$ cat src/rtl/mem_arbiter_pkg.sv
// Shared CPU package: arbiter state encoding, port index constants and
// the round-robin grant helper used by the memory arbiter.
package mem_arbiter_pkg;

    typedef enum logic [1:0] {
        IDLE   = 2'd0,
        ACCESS = 2'd1,
        DONE   = 2'd2
    } arbState_t;

    // Port indices: instruction fetch and data access.
    localparam logic PORT_I = 1'b0;
    localparam logic PORT_D = 1'b1;

    // Round-robin pick: a lone request always wins; on a tie the port that
    // was not granted last time wins.
    function automatic logic pickPort(input logic r0, input logic r1, input logic lastGrant);
        logic winner;
        if (r0 && r1) begin
            winner = ~lastGrant;
        end else if (r1) begin
            winner = PORT_D;
        end else begin
            winner = PORT_I;
        end
        return winner;
    endfunction

endpackage

$ cat src/rtl/mem_arbiter.sv
// Two-port memory arbiter: grants the instruction-fetch or data port
// round-robin, drives the memory bus for WAIT_CYCLES cycles, then returns
// read data and a one-cycle ack to the granted port. All outputs registered.
module mem_arbiter
    import mem_arbiter_pkg::*;
#(
    parameter int unsigned WAIT_CYCLES = 1
) (
    input  logic        clock,
    input  logic        reset,

    input  logic        req0,
    input  logic        rw0,
    input  logic [31:0] addr0,
    input  logic [31:0] wdata0,
    output logic [31:0] rdata0,
    output logic        ack0,

    input  logic        req1,
    input  logic        rw1,
    input  logic [31:0] addr1,
    input  logic [31:0] wdata1,
    output logic [31:0] rdata1,
    output logic        ack1,

    output logic        m_en,
    output logic        m_rw,
    output logic [31:0] m_abus,
    output logic [31:0] m_wdata,
    input  logic [31:0] m_rdata
);

    // Counter value seen on the final ACCESS edge.
    localparam logic [3:0] LAST_COUNT = 4'(WAIT_CYCLES - 1);

    arbState_t   state_q,     state_d;
    logic [3:0]  cnt_q,       cnt_d;
    logic        lastGrant_q, lastGrant_d;
    logic        grant_q,     grant_d;
    logic        mEn_q,       mEn_d;
    logic        mRw_q,       mRw_d;
    logic [31:0] mAbus_q,     mAbus_d;
    logic [31:0] mWdata_q,    mWdata_d;
    logic [31:0] rdata0_q,    rdata0_d;
    logic [31:0] rdata1_q,    rdata1_d;
    logic        ack0_q,      ack0_d;
    logic        ack1_q,      ack1_d;

    logic        winner;

    assign winner = pickPort(req0, req1, lastGrant_q);

    // Next-state and next-output logic; every register holds unless a state says otherwise.
    always_comb begin
        state_d     = state_q;
        cnt_d       = cnt_q;
        lastGrant_d = lastGrant_q;
        grant_d     = grant_q;
        mEn_d       = mEn_q;
        mRw_d       = mRw_q;
        mAbus_d     = mAbus_q;
        mWdata_d    = mWdata_q;
        rdata0_d    = rdata0_q;
        rdata1_d    = rdata1_q;
        ack0_d      = 1'b0;
        ack1_d      = 1'b0;

        case (state_q)
            IDLE: begin
                if (req0 || req1) begin
                    state_d = ACCESS;
                    grant_d = winner;
                    cnt_d   = 4'd0;
                    mEn_d   = 1'b1;
                    if (winner == PORT_D) begin
                        mRw_d    = rw1;
                        mAbus_d  = addr1;
                        mWdata_d = wdata1;
                    end else begin
                        mRw_d    = rw0;
                        mAbus_d  = addr0;
                        mWdata_d = wdata0;
                    end
                end
            end

            ACCESS: begin
                if (cnt_q == LAST_COUNT) begin
                    state_d = DONE;
                    cnt_d   = 4'd0;
                    mEn_d   = 1'b0;
                    if (grant_q == PORT_D) begin
                        ack1_d = 1'b1;
                        if (mRw_q) begin
                            rdata1_d = m_rdata;
                        end
                    end else begin
                        ack0_d = 1'b1;
                        if (mRw_q) begin
                            rdata0_d = m_rdata;
                        end
                    end
                end else begin
                    cnt_d = cnt_q + 4'd1;
                end
            end

            DONE: begin
                state_d     = IDLE;
                lastGrant_d = grant_q;
            end

            default: begin
                state_d = IDLE;
                mEn_d   = 1'b0;
                cnt_d   = 4'd0;
            end
        endcase
    end

    // State and output registers; reset abandons any access in flight.
    always_ff @(posedge clock) begin
        if (reset) begin
            state_q     <= IDLE;
            cnt_q       <= 4'd0;
            lastGrant_q <= PORT_D;
            grant_q     <= PORT_I;
            mEn_q       <= 1'b0;
            mRw_q       <= 1'b1;
            mAbus_q     <= 32'd0;
            mWdata_q    <= 32'd0;
            rdata0_q    <= 32'd0;
            rdata1_q    <= 32'd0;
            ack0_q      <= 1'b0;
            ack1_q      <= 1'b0;
        end else begin
            state_q     <= state_d;
            cnt_q       <= cnt_d;
            lastGrant_q <= lastGrant_d;
            grant_q     <= grant_d;
            mEn_q       <= mEn_d;
            mRw_q       <= mRw_d;
            mAbus_q     <= mAbus_d;
            mWdata_q    <= mWdata_d;
            rdata0_q    <= rdata0_d;
            rdata1_q    <= rdata1_d;
            ack0_q      <= ack0_d;
            ack1_q      <= ack1_d;
        end
    end

    assign m_en    = mEn_q;
    assign m_rw    = mRw_q;
    assign m_abus  = mAbus_q;
    assign m_wdata = mWdata_q;
    assign rdata0  = rdata0_q;
    assign rdata1  = rdata1_q;
    assign ack0    = ack0_q;
    assign ack1    = ack1_q;

endmodule

$ cat config.mk
export PLATFORM = sky130hd
export DESIGN_NAME = mem_arbiter
export DESIGN_NICKNAME = d
export VERILOG_FILES = /design/src/rtl/mem_arbiter_pkg.sv /design/src/rtl/mem_arbiter.sv
export SDC_FILE = /design/constraint.sdc
export NUM_CORES = 1
export LEC_CHECK = 0
export ABC_CLOCK_PERIOD_IN_PS = 2500
export BUFFER_PORTS_ARGS = -buffer_cell sky130_fd_sc_hd__buf_2
export CAP_MARGIN = 20
export CORE_AREA = 2 2 117 119
export DETAILED_ROUTE_END_ITERATION = 8
export DIE_AREA = 0 0 119 121
export GPL_TIMING_DRIVEN = 0
export PLACE_DENSITY = 0.86
export SLEW_MARGIN = 25
export SYNTH_ARGS = -nofsm -noshare
export SYNTH_HDL_FRONTEND = slang
export SYNTH_SLANG_ARGS = --single-unit
$ cat constraint.sdc
create_clock -name clock -period 2.5 [get_ports clock]
set_input_delay 0.125 -clock clock [delete_from_list [all_inputs] [get_ports clock]]
set_output_delay 0.125 -clock clock [all_outputs]
set_load 0.05 [all_outputs]
==> flow_summary.toml <==
[outcome]
status = "complete, no violations"

[power_and_ir_drop]
pwr_density_cell_mw_per_mm2 = 748
combPwrFrac_pct = 26.0
p_sw_share_pct = 33.3
pwr-share-clk_pct = 38.2
p_leak_nw = 4.43
max-vdd-ir-drop_mv = 0.467
switchingPower_mw = 2.34
p_seq_share_pct = 35.8
p_int_mw = 4.68

[sta]
maxSlewHeadroom_pct = 55.4
fin_hold_ws_ns = 0.0364
worst_pin_slew_ns = 0.668
slew_violations = 0
fin_worst_skew_ns = 0.0171
period_minus_slack_ns = 2.41
finalSetupTns_ns = 0
hold_viol = 0
setup_viol = 0
period_share_pct = 96.2
clock.fmax_mhz = 416

[logic_synthesis]
synth.distinct_cells = 33
yosysWarnings = 0
avgSynthCellArea_um2 = 7.84
synthTopCellsByArea = "dfxtp_1, nand2_1, a311oi_1"
ys_seq_area_share_pct = 51.3
synth_ff_type = "dfxtp_1"
synth_top_area_share_pct = 51.3
synth.most_common_cell = "nand2_1"
synthArstFlopShare_pct = 0
synth_commonest_cells = "nand2_1, dfxtp_1, nor2_1"
synth_area_mm2 = 0.00546
synth_nets = 865
synth_edf_count = 0
syn_inst = 697
ys_seq_elements = 140
synth_top_cell_by_area = "dfxtp_1"

[die]
rows = 42
die_w_um = 119
die_area_mm2 = 0.0144
die_y_um = 121
ios = 298
core_area_mm2 = 0.0131
start_util_pct = 41.7

[route]
vias = 7524
vias_per_cell = 5.53
antenna_left = 0
avgRoutedWirePerCell_um = 18.6
wl_um = 25300
drtIter0Drc = 568
post-route-drc-count = 0
first_pass_iters = 5

[setup_path]
cpPeakStageDelay_ns = 0.61
worst-setup-path-type = "reg2reg"
end_kind = "register"
path_buf_inv = 3
worst_ep_required_time_ns = 2.87
crit_family = "buffers and inverters"
crit_chain = "a21boi_0, buf_2, clkbuf_2, nand2_1, a311oi_1, dlygate4sd3_1"
cp_max_fo = 10
start_kind = "register"
slowest_stage = "dlygate4sd3_1"
arrival_ns = 2.77

[clock_tree]
h-tree-depth = 4
path_clk_slew_ns = 0.06
cts_buffer_depth = 2
cts_tree = "built"
numCtsBuffers = 17
clock-sinks = 140
insertion_delay_ns = 0.42
root_buffer = "clkbuf_16"

[grt]
grt_pass1_vias = 7758
antenna_found_initial = 1
grt_usage_pct = 34.3
grt_remaining_overflow = 0
grt_pass1_wl_um = 38800
grt_max_degree = 17

[worst_hold_path]
hp-class = "in2reg"

[place]
io_buffers = 297
dp.cells = 1170
gp_congestion = 0.886
place_area_mm2 = 0.00717
hpwlAfterDp_um = 14000

[final_layout]
nets = 1339
syn_to_final_growth_pct = 72.0
fillCellCount = 857
layout.cells.non_filler = 1360
fin_area_mm2 = 0.00939
layout-drive-gt1-share_pct = 30.4

[job]
cap_violations = 0
-- path summary, 6_finish.rpt --
path	startpoint	endpoint	slack, ns	cells after the start
worst min-delay path	addr0[16]	m_abus[16]	0.04	3
worst max-delay path	lastGrant_q	m_wdata[9]	0.09	6
worst min register to register	rdata0[6]	rdata0[6]	0.45	2
worst max register to register	lastGrant_q	m_wdata[9]	0.09	6
-- per-stage QoR --
stage | setup slack [ns] | util [%] | power, mW
floorplan | 0.605 | - | 3.55
global placement | 0.451 | 54.8 | 3.99
detailed placement | 0.455 | 54.8 | 4.01
CTS | 0.0120 | 71.7 | 6.90
global route | -0.0351 | 71.8 | 7.21
finish | 0.0945 | 71.8 | 7.02
-- routing by layer --
layer  vias to the layer above  GRT usage [%]  routed length, um
met2                       579           60.8              12200
met1                      3471           34.0               8740
li1                       3305              -                  -
met4                         0           24.2               1780
met5                         -              0                  0
met3                       169           10.8               2580
-- power groups by stage --
stage	Sequential [mW]	Clock (mW)	Combinational (mW)
final	2.51	2.68	1.83
after global placement	2.53	0	1.46
after CTS	2.49	2.68	1.72
after floorplan	3.12	0	0.430
after detailed placement	2.54	0	1.47
after global routing	2.52	2.78	1.91
-- cell families (layout without fill, tap and decap cells) --
family	after synthesis	after routing	share of synthesized area (%)
other cells	0	1	0
flops	140	140	51.3
fa+ha+maj	2	2	0.458
compound gates	145	145	18.3
simple gates	349	349	25.0
buf+inv	61	547	4.90
-- final cells by class --
| class | instances | area, um^2 | area share (%) |
|---|---|---|---|
| Tap cell | 176 | 220 | 2.34 |
| Inverter | 4 | 15.0 | 0.160 |
| Timing Repair Buffer | 456 | 3080 | 32.8 |
| Clock inverter | 14 | 195 | 2.08 |
| Clock buffer | 17 | 425 | 4.53 |
| Sequential cell | 140 | 2800 | 29.8 |
| Buffer | 56 | 263 | 2.80 |
| Antenna cell | 1 | 2.50 | 0.0266 |
| Multi-Input combinational cell | 496 | 2390 | 25.5 |
-- sequential cells by signal, indices dropped and copies added, names as in the netlist --
signal / cells
m_abus: 32
m_wdata: 32
rdata0: 32
rdata1: 32
cnt_q: 4
state_q: 2
ack0: 1
ack1: 1
grant_q: 1
lastGrant_q: 1
m_en: 1
m_rw: 1
-- placed cells by master (no fill, tap or decap), drive strengths merged, types with 2 or more instances in the layout --
cell type / synthesis / final
nand2: 260 / 260
bufinv: 0 / 4
a311oi: 64 / 64
a21o: 2 / 2
nand2b: 2 / 2
dfxtp: 140 / 140
inv: 4 / 5
clkinv: 0 / 8
nor2: 71 / 71
ha: 2 / 2
o21ai: 5 / 5
nor3: 3 / 3
buf: 22 / 316
a21oi: 65 / 65
nor2b: 3 / 3
clkbuf: 35 / 54
dlygate4sd3: 0 / 159
a22oi: 2 / 2
nand3: 3 / 3
-- worst min-delay path, delay by kind of cell --
kind / cells / cell delay, ns
buf+inv: 1 / 0.10
compound gates: 1 / 0.10
simple gates: 1 / 0.09
-- repair_timing --
action / in CTS / in global routing
endpoints found under the hold margin: 128 / 0
hold buffers: 159 / 0
gates resized for setup: 0 / 19
setup buffers: 0 / 0
endpoints found under the setup margin: 0 / 36
Power figures use the tool's default switching activity.
